<file path="src/rtl/fifo_pkg.sv">
// Shared FIFO defaults and burst-reader state encoding.
package fifo_pkg;

  localparam int unsigned FIFO_DATA_WIDTH = 16;
  localparam int unsigned FIFO_ADDR_WIDTH = 4;

  typedef enum logic [1:0] {
    IDLE  = 2'b00,
    BURST = 2'b01,
    DRAIN = 2'b10
  } rd_state_e;

endpackage

</file>
<file path="src/rtl/fifo_burst_reader_if.sv">
// FIFO read side plus framed output stream of the burst reader.
interface fifo_burst_reader_if
  import fifo_pkg::*;
#(
  parameter int unsigned DATA_WIDTH = FIFO_DATA_WIDTH,
  parameter int unsigned ADDR_WIDTH = FIFO_ADDR_WIDTH
);
  logic [DATA_WIDTH-1:0] fifo_data;
  logic [ADDR_WIDTH-1:0] fifo_depth;
  logic                  fifo_empty;
  logic                  fifo_full;
  logic                  fifo_ren;
  logic [DATA_WIDTH-1:0] out_data;
  logic                  out_valid;
  logic                  out_ready;
  logic                  out_first;
  logic                  out_last;
  logic                  busy;

  // The reader drives the read strobe and the stream.
  modport master (
    input  fifo_data, fifo_depth, fifo_empty, fifo_full, out_ready,
    output fifo_ren, out_data, out_valid, out_first, out_last, busy
  );

  modport slave (
    output fifo_data, fifo_depth, fifo_empty, fifo_full, out_ready,
    input  fifo_ren, out_data, out_valid, out_first, out_last, busy
  );
endinterface

</file>
<file path="src/rtl/fifo_out_stage.sv">
// One-entry valid/ready output register; payload holds while stalled.
module fifo_out_stage #(
  parameter int unsigned DATA_WIDTH = 16
) (
  input  logic                  clk,
  input  logic                  reset,
  input  logic                  load,
  input  logic [DATA_WIDTH-1:0] load_data,
  input  logic                  load_first,
  input  logic                  load_last,
  input  logic                  ready,
  output logic                  valid,
  output logic [DATA_WIDTH-1:0] data,
  output logic                  first,
  output logic                  last
);

  // Load wins over accept so a reload on acceptance keeps full throughput.
  always_ff @(posedge clk or posedge reset) begin
    if (reset) begin
      valid <= 1'b0;
      data  <= '0;
      first <= 1'b0;
      last  <= 1'b0;
    end else if (load) begin
      valid <= 1'b1;
      data  <= load_data;
      first <= load_first;
      last  <= load_last;
    end else if (ready) begin
      valid <= 1'b0;
    end
  end

endmodule

</file>
<file path="src/rtl/fifo_burst_reader.sv">
// Drains the FIFO in framed bursts of up to BURST_LEN beats, flushing
// partial bursts after TIMEOUT idle cycles.
module fifo_burst_reader
  import fifo_pkg::*;
#(
  parameter int unsigned DATA_WIDTH = FIFO_DATA_WIDTH,
  parameter int unsigned ADDR_WIDTH = FIFO_ADDR_WIDTH,
  parameter int unsigned BURST_LEN  = 8,
  parameter int unsigned TIMEOUT    = 16
) (
  input  logic                 clk,
  input  logic                 reset,
  fifo_burst_reader_if.master  bus
);

  localparam int unsigned OCC_W    = ADDR_WIDTH + 1;
  localparam int unsigned BEAT_W   = $clog2(BURST_LEN + 1);
  localparam int unsigned TMR_W    = $clog2(TIMEOUT + 1);
  localparam int unsigned FIFO_CAP = 2 ** ADDR_WIDTH;

  localparam logic [OCC_W-1:0]  BURST_OCC  = OCC_W'(BURST_LEN);
  localparam logic [OCC_W-1:0]  FULL_OCC   = OCC_W'(FIFO_CAP);
  localparam logic [BEAT_W-1:0] BEATS_FULL = BEAT_W'(BURST_LEN);
  localparam logic [BEAT_W-1:0] BEAT_ONE   = BEAT_W'(1);
  localparam logic [TMR_W-1:0]  TMR_LAST   = TMR_W'(TIMEOUT - 1);
  localparam logic [TMR_W-1:0]  TMR_ONE    = TMR_W'(1);

  rd_state_e         state_q, state_d;
  logic [TMR_W-1:0]  timer_q, timer_d;
  logic [BEAT_W-1:0] beats_q, beats_d;
  logic              first_q, first_d;
  logic              busy_q;
  logic              ren_c;
  logic [OCC_W-1:0]  occ_c;

  // Depth wraps to 0 when full, so the full flag restores the true count.
  assign occ_c = bus.fifo_full ? FULL_OCC : {1'b0, bus.fifo_depth};

  always_ff @(posedge clk or posedge reset) begin
    if (reset) begin
      state_q <= IDLE;
      timer_q <= '0;
      beats_q <= '0;
      first_q <= 1'b0;
      busy_q  <= 1'b0;
    end else begin
      state_q <= state_d;
      timer_q <= timer_d;
      beats_q <= beats_d;
      first_q <= first_d;
      busy_q  <= (state_d != IDLE);
    end
  end

  always_comb begin
    state_d = state_q;
    timer_d = timer_q;
    beats_d = beats_q;
    first_d = first_q;
    ren_c   = 1'b0;
    unique case (state_q)
      IDLE: begin
        if (occ_c >= BURST_OCC) begin
          state_d = BURST;
          beats_d = BEATS_FULL;
          timer_d = '0;
          first_d = 1'b1;
        end else if (occ_c != '0) begin
          if (timer_q == TMR_LAST) begin
            state_d = BURST;
            beats_d = BEAT_W'(occ_c);
            timer_d = '0;
            first_d = 1'b1;
          end else begin
            timer_d = timer_q + TMR_ONE;
          end
        end else begin
          timer_d = '0;
        end
      end
      BURST: begin
        // Beat count was latched at entry; later writes wait for the next burst.
        ren_c = ~bus.fifo_empty & (beats_q != '0) & (~bus.out_valid | bus.out_ready);
        if (ren_c) begin
          beats_d = beats_q - BEAT_ONE;
          first_d = 1'b0;
        end
        if (beats_d == '0) begin
          state_d = DRAIN;
        end
      end
      DRAIN: begin
        if (bus.out_valid & bus.out_ready & bus.out_last) begin
          state_d = IDLE;
        end
      end
      default: state_d = IDLE;
    endcase
  end

  assign bus.fifo_ren = ren_c;
  assign bus.busy     = busy_q;

  fifo_out_stage #(
    .DATA_WIDTH (DATA_WIDTH)
  ) u_out_stage (
    .clk        (clk),
    .reset      (reset),
    .load       (ren_c),
    .load_data  (bus.fifo_data),
    .load_first (first_q),
    .load_last  (beats_q == BEAT_ONE),
    .ready      (bus.out_ready),
    .valid      (bus.out_valid),
    .data       (bus.out_data),
    .first      (bus.out_first),
    .last       (bus.out_last)
  );

endmodule

</file>
<file path="src/flat_wrapper.sv">
// flat-port wrapper written by rule: the top's interface ports become plain ports
module fifo_burst_reader_flat import fifo_pkg::*;
#(
  parameter int unsigned DATA_WIDTH = FIFO_DATA_WIDTH,
  parameter int unsigned ADDR_WIDTH = FIFO_ADDR_WIDTH,
  parameter int unsigned BURST_LEN  = 8,
  parameter int unsigned TIMEOUT    = 16
)
  (clk, reset, bus_fifo_data, bus_fifo_depth, bus_fifo_empty, bus_fifo_full, bus_out_ready, bus_fifo_ren, bus_out_data, bus_out_valid, bus_out_first, bus_out_last, bus_busy);
  fifo_burst_reader_if #(.DATA_WIDTH(DATA_WIDTH), .ADDR_WIDTH(ADDR_WIDTH)) bus_i ();
  input  logic clk;
  input  logic reset;
  input wire logic [$bits(bus_i.fifo_data)-1:0] bus_fifo_data;
  input wire logic [$bits(bus_i.fifo_depth)-1:0] bus_fifo_depth;
  input wire logic [$bits(bus_i.fifo_empty)-1:0] bus_fifo_empty;
  input wire logic [$bits(bus_i.fifo_full)-1:0] bus_fifo_full;
  input wire logic [$bits(bus_i.out_ready)-1:0] bus_out_ready;
  output wire logic [$bits(bus_i.fifo_ren)-1:0] bus_fifo_ren;
  output wire logic [$bits(bus_i.out_data)-1:0] bus_out_data;
  output wire logic [$bits(bus_i.out_valid)-1:0] bus_out_valid;
  output wire logic [$bits(bus_i.out_first)-1:0] bus_out_first;
  output wire logic [$bits(bus_i.out_last)-1:0] bus_out_last;
  output wire logic [$bits(bus_i.busy)-1:0] bus_busy;
  assign bus_i.fifo_data = bus_fifo_data;
  assign bus_i.fifo_depth = bus_fifo_depth;
  assign bus_i.fifo_empty = bus_fifo_empty;
  assign bus_i.fifo_full = bus_fifo_full;
  assign bus_i.out_ready = bus_out_ready;
  assign bus_fifo_ren = bus_i.fifo_ren;
  assign bus_out_data = bus_i.out_data;
  assign bus_out_valid = bus_i.out_valid;
  assign bus_out_first = bus_i.out_first;
  assign bus_out_last = bus_i.out_last;
  assign bus_busy = bus_i.busy;
  fifo_burst_reader #(.DATA_WIDTH(DATA_WIDTH), .ADDR_WIDTH(ADDR_WIDTH), .BURST_LEN(BURST_LEN), .TIMEOUT(TIMEOUT)) u_core (.clk(clk), .reset(reset), .bus(bus_i));
endmodule
</file>
<file path="config.mk">
export PLATFORM = sky130hd
export DESIGN_NAME = fifo_burst_reader_flat
export DESIGN_NICKNAME = d
export VERILOG_FILES = /design/src/rtl/fifo_pkg.sv /design/src/rtl/fifo_burst_reader_if.sv /design/src/rtl/fifo_out_stage.sv /design/src/rtl/fifo_burst_reader.sv /design/src/flat_wrapper.sv
export SDC_FILE = /design/constraint.sdc
export NUM_CORES = 1
export LEC_CHECK = 0
export CELL_PAD_IN_SITES_DETAIL_PLACEMENT = 0
export CELL_PAD_IN_SITES_GLOBAL_PLACEMENT = 1
export CORE_ASPECT_RATIO = 0.75
export CORE_UTILIZATION = 35
export DETAILED_ROUTE_END_ITERATION = 8
export PLACE_DENSITY = 0.75
export SKIP_CTS_REPAIR_TIMING = 1
export SLEW_MARGIN = 10
export SYNTH_ARGS = -nofsm -noshare
export SYNTH_HDL_FRONTEND = slang
export SYNTH_HIERARCHICAL = 1
export SYNTH_SLANG_ARGS = --single-unit
</file>
<file path="constraint.sdc">
create_clock -name clk -period 2.72 [get_ports clk]
set_input_delay 0.816 -clock clk [delete_from_list [all_inputs] [get_ports clk]]
set_output_delay 0.816 -clock clk [all_outputs]
set_load 0.005 [all_outputs]
</file>
==> results.txt, run 1 <==
The run finished with clean final reports. The cell leakage power is 0.000943 uW. The initial core utilization came out at 0.377.

The overall die area is 4810 sq um. The antenna diode count is 0. Subtracting the final worst setup slack from the clock period gives 2650 ps. The via count of the routed design came out at 1230.

The peak supply drop is 0.489 mV. The top cell type by total area after synthesis is sky130_fd_sc_hd__dfrtp_1. The detailed-route DRC error count came out at 0. The cell area after technology mapping came out at 1590 sq um. The row count is 20. The critical path contains buffers and inverters numbering 2 combined. The count of yosys warnings during synthesis is 6. The data required time of the critical path is 1900 ps.

Of the synthesized area, sequential elements account for 0.505. The highest clock rate came out at 378 MHz. STA classifies the critical path startpoint as an input port. The power density relative to cell area came out at 1080 nW/um^2.

The per-cell via count in the routed design is 5.15. For this run, the slowest stage of the critical path takes 530 ps. The number of search-and-repair iterations in the first detailed-routing pass is 4.

The maximum buffer depth of the clock tree is 2. The root buffer cell is sky130_fd_sc_hd__clkbuf_8. The final cell area excluding filler cells came out at 2230 sq um. The H-tree depth reported by CTS came out at 2. The total area inside the core boundary comes to 4200 sq um. The number of cells on the worst reg-to-reg path is 8.

The number of routed nets with antenna violations came out at 0. Summed over all layers, the global routing overflow is 0. In the post-synthesis netlist, the cell with the most instances is sky130_fd_sc_hd__dfrtp_1.

By count the netlist is led by sky130_fd_sc_hd__dfrtp_1, sky130_fd_sc_hd__mux2_2, sky130_fd_sc_hd__mux2_4. The violation count after the first detailed-routing iteration came out at 68. The post-CTS clock slew at the launch and capture registers of the worst setup and hold paths came out at 70 ps. The global-route wire length before repair is 6.13 mm. Entering global routing, the biggest net connects 24 pins. Among cell families on the critical path, the largest total delay comes from buffers and inverters. The total clock sinks is 32. The ratio of cells with drive above 1 in the final layout is 0.201. The worst max-slew margin expressed relative to the limit came out at 0.527. TritonCTS built the clock tree. The accumulated negative setup slack came out at 0 ps.

The x dimension of the die came out at 79.7 um. The post-synthesis register bit count is 32. From bottom edge to top edge, the die measures 60.3 um. The worst hold-check path type is flop to flop. The number of antenna violations at the first check in global routing is 0. Power comes to 2410 uW. The via count of the first global-routing pass is 1226. The wire length per cell is 16.3 um.

The number of library cell types mapped by synthesis came out at 45. The most used flip-flop cell after synthesis is sky130_fd_sc_hd__dfrtp_1. The placed instance count is 231. The slew at the pin closest to its max-slew limit is 709 ps. The destination of the critical timing path is bus_fifo_ren.

For this block, the routed nets add up to 3.89 mm of wire. The final setup violation count is 0. The net total in the final layout came out at 211.

Compared with the post-synthesis result, the final layout area differs by 40.5%. The critical path runs through a total of 4 cells. After technology mapping, the gate count stands at 130.

The worst setup skew after layout is 9.04 ps. 46 I/O pins were placed. The placement-stage cell area is 2110 sq um. The cell with the biggest individual delay on the critical path is sky130_fd_sc_hd__clkdlybuf4s50_1. The part of the cycle the worst path needs came out at 0.974.

Along the worst path, the maximum fanout reaches 2. Once layout is complete, the cells apart from fillers number 239. Setup repair after global routing left no endpoint under its margin. For the worst setup path, the data arrival time is 1830 ps.

STA classifies the critical path endpoint as an output pin. Counting flops with a built-in enable in the synthesized netlist gives 0. Buffers placed on the I/O ports in this run total 45. The signal on the critical path passes through clkdlybuf4s50_1 > nor2b_4 > nor4_4 > dlymetal6s2s_1.

The post-detailed-placement half-perimeter wirelength is 2.83 mm. The post-synthesis area per instance came out at 12.2 sq um. The net count after synthesis is 158. Clock latency on the worst-skew pair, taken at its later pin, is 290 ps.

The aggregate global-route resource usage came out at 0.178. In this run the critical register-to-register path is captured at u_core/beats_q[3]$_DFFE_PP0P_. The share of the synthesized area in the top cell type came out at 0.505. The critical path is of the input port to output pin type. After synthesis, the cell types taking the most area are sky130_fd_sc_hd__dfrtp_1, sky130_fd_sc_hd__mux2_4, sky130_fd_sc_hd__mux2_2. The flop-to-flop setup slack is 410 ps.

The critical path starts at bus_out_ready. The hold violation count in the final report is 0. The number of slew-limit violations in the final report was 0.

Counting the buffers created by CTS gives 5. The number of max-cap violations came out at 0. At the end of routability-driven placement, the weighted congestion stood at 0.880. The share of async-settable or async-resettable flops after synthesis is 1.00. The worst register-to-register path begins at u_core/beats_q[1]$_DFFE_PP0P_.
flip-flops by register name, indices dropped and copies added, names as in the netlist:
name	flops
u_core/u_out_stage/valid	1
u_core/timer_q	5
u_core/state_q	2
u_core/u_out_stage/last	1
u_core/bus.busy	1
u_core/u_out_stage/first	1
u_core/u_out_stage/data	16
u_core/beats_q	4
u_core/first_q	1
per-stage QoR:
| stage | hold WS (ps) | util | setup WS, ps |
|---|---|---|---|
| CTS | 486 | 0.529 | -315 |
| floorplan | 449 | - | 577 |
| detailed placement | 477 | 0.503 | -318 |
| global placement | 462 | 0.503 | -303 |
| finish | 485 | 0.530 | 71.0 |
| global route | 521 | 0.530 | 44.1 |
cells by family after synthesis:
group / share of synthesized area
compound gates: 0.127
simple gates: 0.138
mux: 0.155
flops: 0.505
buf+inv: 0.0450
xor+xnor: 0.00553
fa+ha+maj: 0.0237
cell type report:
class / count / area [sq um]
Clock inverter: 3 / 42.5
Multi-Input combinational cell: 86 / 722
Tap cell: 55 / 68.8
Inverter: 7 / 26.3
Clock buffer: 5 / 68.8
Fill cell: 387 / 1980
Timing Repair Buffer: 51 / 498
Sequential cell: 32 / 801
routing by layer:
layer,vias to the layer above,global-route usage,part of all wire
li1,586,-,-
met1,609,0.226,0.47
met2,26,0.283,0.48
met3,9,0.0443,0.031
met4,0,0.0935,0.022
met5,-,0,0
cell usage in the layout (no fill, tap or decap), types with 3 or more instances in the layout:
master,netlist,final
sky130_fd_sc_hd__nor3b_1,3,3
sky130_fd_sc_hd__nand2_1,7,7
sky130_fd_sc_hd__mux2_2,9,9
sky130_fd_sc_hd__o21ai_0,3,3
sky130_fd_sc_hd__o21ai_1,4,4
sky130_fd_sc_hd__clkdlybuf4s50_1,0,44
sky130_fd_sc_hd__nor3_1,3,3
sky130_fd_sc_hd__dfrtp_1,32,32
sky130_fd_sc_hd__ha_1,3,3
sky130_fd_sc_hd__mux2_4,9,9
sky130_fd_sc_hd__nor2_1,4,4
sky130_fd_sc_hd__buf_4,0,6
sky130_fd_sc_hd__clkbuf_8,0,5
sky130_fd_sc_hd__inv_1,7,7
how the worst min path moves through the flow:
stage / startpoint / endpoint / slack, ps / cells after the start
3_3_place_gp: u_core/timer_q[4]$_DFFE_PP0P_ / u_core/timer_q[4]$_DFFE_PP0P_ / 460 / 1
2_1_floorplan: u_core/timer_q[4]$_DFFE_PP0P_ / u_core/timer_q[4]$_DFFE_PP0P_ / 450 / 1
4_1_cts: u_core/state_q[1]$_DFF_PP0_ / u_core/beats_q[3]$_DFFE_PP0P_ / 490 / 1
3_5_place_dp: u_core/state_q[1]$_DFF_PP0_ / u_core/beats_q[3]$_DFFE_PP0P_ / 480 / 1
6_report: u_core/state_q[1]$_DFF_PP0_ / u_core/beats_q[3]$_DFFE_PP0P_ / 480 / 1
5_1_grt: u_core/state_q[1]$_DFF_PP0_ / u_core/beats_q[3]$_DFFE_PP0P_ / 520 / 1
report_power, final:
part / leakage, uW / switching [uW] / internal, uW / total [uW]
logic: 0.000498 / 433 / 674 / 1110
registers: 0.000391 / 161 / 685 / 846
clock network: 0.0000541 / 186 / 271 / 457
total: 0.000943 / 780 / 1630 / 2410
Power figures use the tool's default switching activity.
==> inputs of run 2 (changes only) <==
--- a/config.mk
+++ b/config.mk
@@ -15,5 +15,4 @@
 export SLEW_MARGIN = 10
 export SYNTH_ARGS = -nofsm -noshare
 export SYNTH_HDL_FRONTEND = slang
-export SYNTH_HIERARCHICAL = 1
 export SYNTH_SLANG_ARGS = --single-unit
==> results.txt, run 2 <==
The maximum buffer depth of the clock tree came out at 2. The die height is 60.1 um. The number of slew-limit violations in the final report is 0. The share of synthesized area in the top cell type comes to 0.508. The net total in the final layout came out at 223. The first global-routing pass estimated 5.77 mm of wire. The shortest period the worst path allows came out at 2560 ps. From synthesis to final layout, the design area changed by 44.7%. Traced cell by cell, the critical path runs through dlymetal6s2s_1 > or4_4 > inv_8 > clkbuf_2. The tree is rooted in a sky130_fd_sc_hd__clkbuf_8. The most common cell in the synthesized netlist is sky130_fd_sc_hd__dfrtp_1. The number of buffers created by CTS is 5. Measured in cells, the most critical reg-to-reg path has a length of 7.

Summed over all instances, the cell type with the most area after synthesis is sky130_fd_sc_hd__dfrtp_1. Setup repair after global routing left no endpoint under its margin. The worst setup path is launched from an input port.

The antenna diode count is 0. The worst setup path is captured at an output pin. The flip-flop count of the largest register after layout is 16. In this run the core area contains 20 standard-cell rows. The tightest min-delay check is of the flop to flop type. The delay of the slowest cell on the worst path came out at 600 ps. The floorplan core area is 4180 sq um. In this run the worst path has a maximum fanout of 4. In the final layout, the registers with the most flip-flops are u_core.u_out_stage.data x16, u_core.timer_q x5, u_core.beats_q x4.

The count of mapped cells out of synthesis came out at 133. Before antenna repair, the detailed router went through 4 iterations. The worst max-slew margin expressed relative to the limit came out at 0.610. The portion of the post-synthesis area used by sequential elements came out at 0.508. In the synthesized netlist, the cells that appear most often are sky130_fd_sc_hd__dfrtp_1, sky130_fd_sc_hd__mux2_2, sky130_fd_sc_hd__nand2_1. The tool flagged a number of max-cap violations equal to 0.

The part of the cycle the worst path needs came out at 0.940. The total overflow reported by the global router is 0. The register ranked first by flip-flop count is u_core.u_out_stage.data. After synthesis, the share of flip-flops with an asynchronous set or reset is 1.00.

The highest clock rate is 391 MHz. The number of instances on the worst hold path came out at 2. The post-synthesis register bit count is 32. The cell with the biggest individual delay on the critical path is sky130_fd_sc_hd__or4_4. After clock tree synthesis, the clock-pin slew on the worst setup and hold paths is 60 ps. The overall die area came out at 4780 sq um. The number of primary I/O pins came out at 46. The number of library cell types mapped by synthesis came out at 41. The endpoint identified for the worst register-to-register timing path is u_core.u_out_stage.data[7]$_DFFE_PP0P_. The worst setup skew after layout came out at 4.65 ps. In this run the mean area of a mapped cell was 11.8 sq um. The library cell used most frequently in the layout, excluding fill and tap cells, is sky130_fd_sc_hd__clkdlybuf4s50_1.

The number of antenna violations at the first check in global routing came to 0. Clock latency on the worst-skew pair, taken at its later pin, is 280 ps. TritonCTS built the clock tree. After detailed routing, the total wire length is 3.40 mm. The worst hold path begins at u_core.first_q$_DFFE_PP0P_. The accumulated negative setup slack is 0 ps. The count of buffering cells on the critical path with inverters included came out at 3. The top cell types in the final layout, fill and taps aside, are sky130_fd_sc_hd__clkdlybuf4s50_1, sky130_fd_sc_hd__dfrtp_1, sky130_fd_sc_hd__buf_4. The H-tree depth reported by CTS is 2. The flow ran to the end, and the final reports show no timing, DRC or antenna violations. By startpoint and endpoint, the worst setup path is classified as input port to output pin. The cell family contributing the most delay on the critical path is simple AND/OR/NAND/NOR gates. The setup check on the worst reg-to-reg path leaves a slack of 640 ps. Once detail routing completed, the nets flagged for antenna violations numbered 0.

The completed layout was analyzed and its total power is 2490 uW. The net count after synthesis came out at 161. The number of enable flip-flop cells after synthesis is 0. The wire length per cell is 13.6 um.

Data on the critical path is required at its endpoint by 1900 ps. The hold violation count in the final report is 0. After synthesis the cells add up to 1580 sq um. During synthesis, Yosys emitted a total of 0 warnings. For this design the ratio of total power to cell area is 1090 nW/um^2.

By area the synthesized netlist is led by sky130_fd_sc_hd__dfrtp_1, sky130_fd_sc_hd__mux2_2, sky130_fd_sc_hd__mux2_4. The pin count of the biggest net entering global routing came out at 33. The placement-stage cell area came out at 2160 sq um.

The total clock sinks is 32. The launch point of the worst reg-to-reg path is u_core.beats_q[0]$_DFFE_PP0P_. After legalization and detailed placement, the total HPWL measured 2.57 mm.

The slew at the pin closest to its max-slew limit came out at 579 ps. The arrival time of the worst setup path is 1740 ps. Final hold analysis gives a worst-case slack of 497 ps. The initial utilization of the core area, before any placement, comes to 0.377. The path with the worst hold slack has its endpoint at u_core.first_q$_DFFE_PP0P_.

The cell leakage power is 0.00101 uW. In the final layout, the share of cells above drive strength 1 is 0.240. The peak supply drop came out at 0.455 mV.

Across all layers, the routed design uses 1248 vias. Setup violations remaining at the end of the flow were counted as 0. The count of non-filler cells in the finished layout is 251. In the synthesized netlist the dominant register cell turns out to be sky130_fd_sc_hd__dfrtp_1. The violation count after the first detailed-routing iteration came out at 86. The timing startpoint of the critical path is bus_fifo_empty. The final cell area excluding filler cells is 2280 sq um. The placed instance count came out at 243. The via count of the first global-routing pass came to 1260. The number of buffers added on ports is 45.

For this run, the total global-route usage over all layers was measured as 0.163. The last weighted congestion value of the routability-driven placer came out at 0.822. The per-cell via count in the routed design came out at 4.97. The detailed-route DRC error count came out at 0.

The x dimension of the die is 79.5 um.
run 2: cell types whose count changed after synthesis, moves of 3 or more:
| cell | previous run | this run |
|---|---|---|
| sky130_fd_sc_hd__nor2b_1 | 0 | 3 |
| sky130_fd_sc_hd__nand3_1 | 2 | 5 |
| sky130_fd_sc_hd__or3_1 | 0 | 4 |
| sky130_fd_sc_hd__inv_1 | 7 | 3 |
| sky130_fd_sc_hd__o2bb2ai_1 | 0 | 3 |
| sky130_fd_sc_hd__nor2_1 | 4 | 7 |
| sky130_fd_sc_hd__o21ai_1 | 4 | 0 |
run 2: through the flow:
step,util,worst slack (ps)
floorplan,-,200
detailed placement,0.518,-664
CTS,0.545,-679
global placement,0.518,-673
global route,0.546,128
finish,0.546,163
run 2: worst register-to-register path, cell delays in order (launching register included):
cell,delay (ps)
sky130_fd_sc_hd__dfrtp_1,350
sky130_fd_sc_hd__inv_1,60
sky130_fd_sc_hd__ha_1,200
sky130_fd_sc_hd__nor3b_1,160
sky130_fd_sc_hd__or4_4,480
sky130_fd_sc_hd__inv_8,70
sky130_fd_sc_hd__buf_4,270
sky130_fd_sc_hd__mux2_2,380
run 2: logic make-up after synthesis:
| logic type | count (synthesis) | synth area share |
|---|---|---|
| adder cells (fa/ha/maj) | 3 | 0.0238 |
| flip-flops | 32 | 0.508 |
| multiplexers | 18 | 0.145 |
| AND/OR/NAND/NOR | 47 | 0.168 |
| XOR/XNOR | 1 | 0.00556 |
| buffers and inverters | 9 | 0.0413 |
| AO/OA/AOI/OAI | 23 | 0.108 |
run 2: layout make-up:
| type | instances | area (sq um) |
|---|---|---|
| timing repair buffer | 60 | 563 |
| clock inverter | 3 | 42.5 |
| sequential | 32 | 801 |
| tap | 55 | 68.8 |
| multi-input combinational | 92 | 713 |
| inverter | 4 | 22.5 |
| clock buffer | 5 | 68.8 |
| fill | 371 | 1900 |
run 2: routing by layer:
layer | part of all wire | wire length [um] | GRT usage
met5 | 0 | 0 | 0
met4 | 0.021 | 71 | 0.0779
met3 | 0.049 | 166 | 0.0519
met2 | 0.45 | 1540 | 0.245
met1 | 0.48 | 1630 | 0.213
run 2: power by group:
| group | leakage [uW] | total [uW] | switching [uW] | internal (uW) |
|---|---|---|---|---|
| Sequential | 0.000389 | 817 | 127 | 691 |
| Clock | 0.0000541 | 443 | 173 | 271 |
| Combinational | 0.000565 | 1220 | 475 | 749 |
| Total | 0.00101 | 2490 | 775 | 1710 |
run 2: how the worst max path moves through the flow:
| stage | to | slack (ps) | cells past startpoint |
|---|---|---|---|
| floorplan | bus_fifo_ren | 200 | 5 |
| global placement | bus_fifo_ren | -670 | 5 |
| detailed placement | bus_fifo_ren | -660 | 5 |
| CTS | bus_fifo_ren | -680 | 5 |
| global route | bus_fifo_ren | 130 | 5 |
| finish | bus_fifo_ren | 160 | 4 |
==> inputs of run 3 (changes only) <==
--- a/config.mk
+++ b/config.mk
@@ -9,6 +9,7 @@
 export CELL_PAD_IN_SITES_GLOBAL_PLACEMENT = 1
 export CORE_ASPECT_RATIO = 0.75
 export CORE_UTILIZATION = 35
+export CTS_CLUSTER_SIZE = 20
 export DETAILED_ROUTE_END_ITERATION = 8
 export PLACE_DENSITY = 0.75
 export SKIP_CTS_REPAIR_TIMING = 1
==> results of run 3 <==
The final DEF is identical to that of run 2; final timing and power are the same.
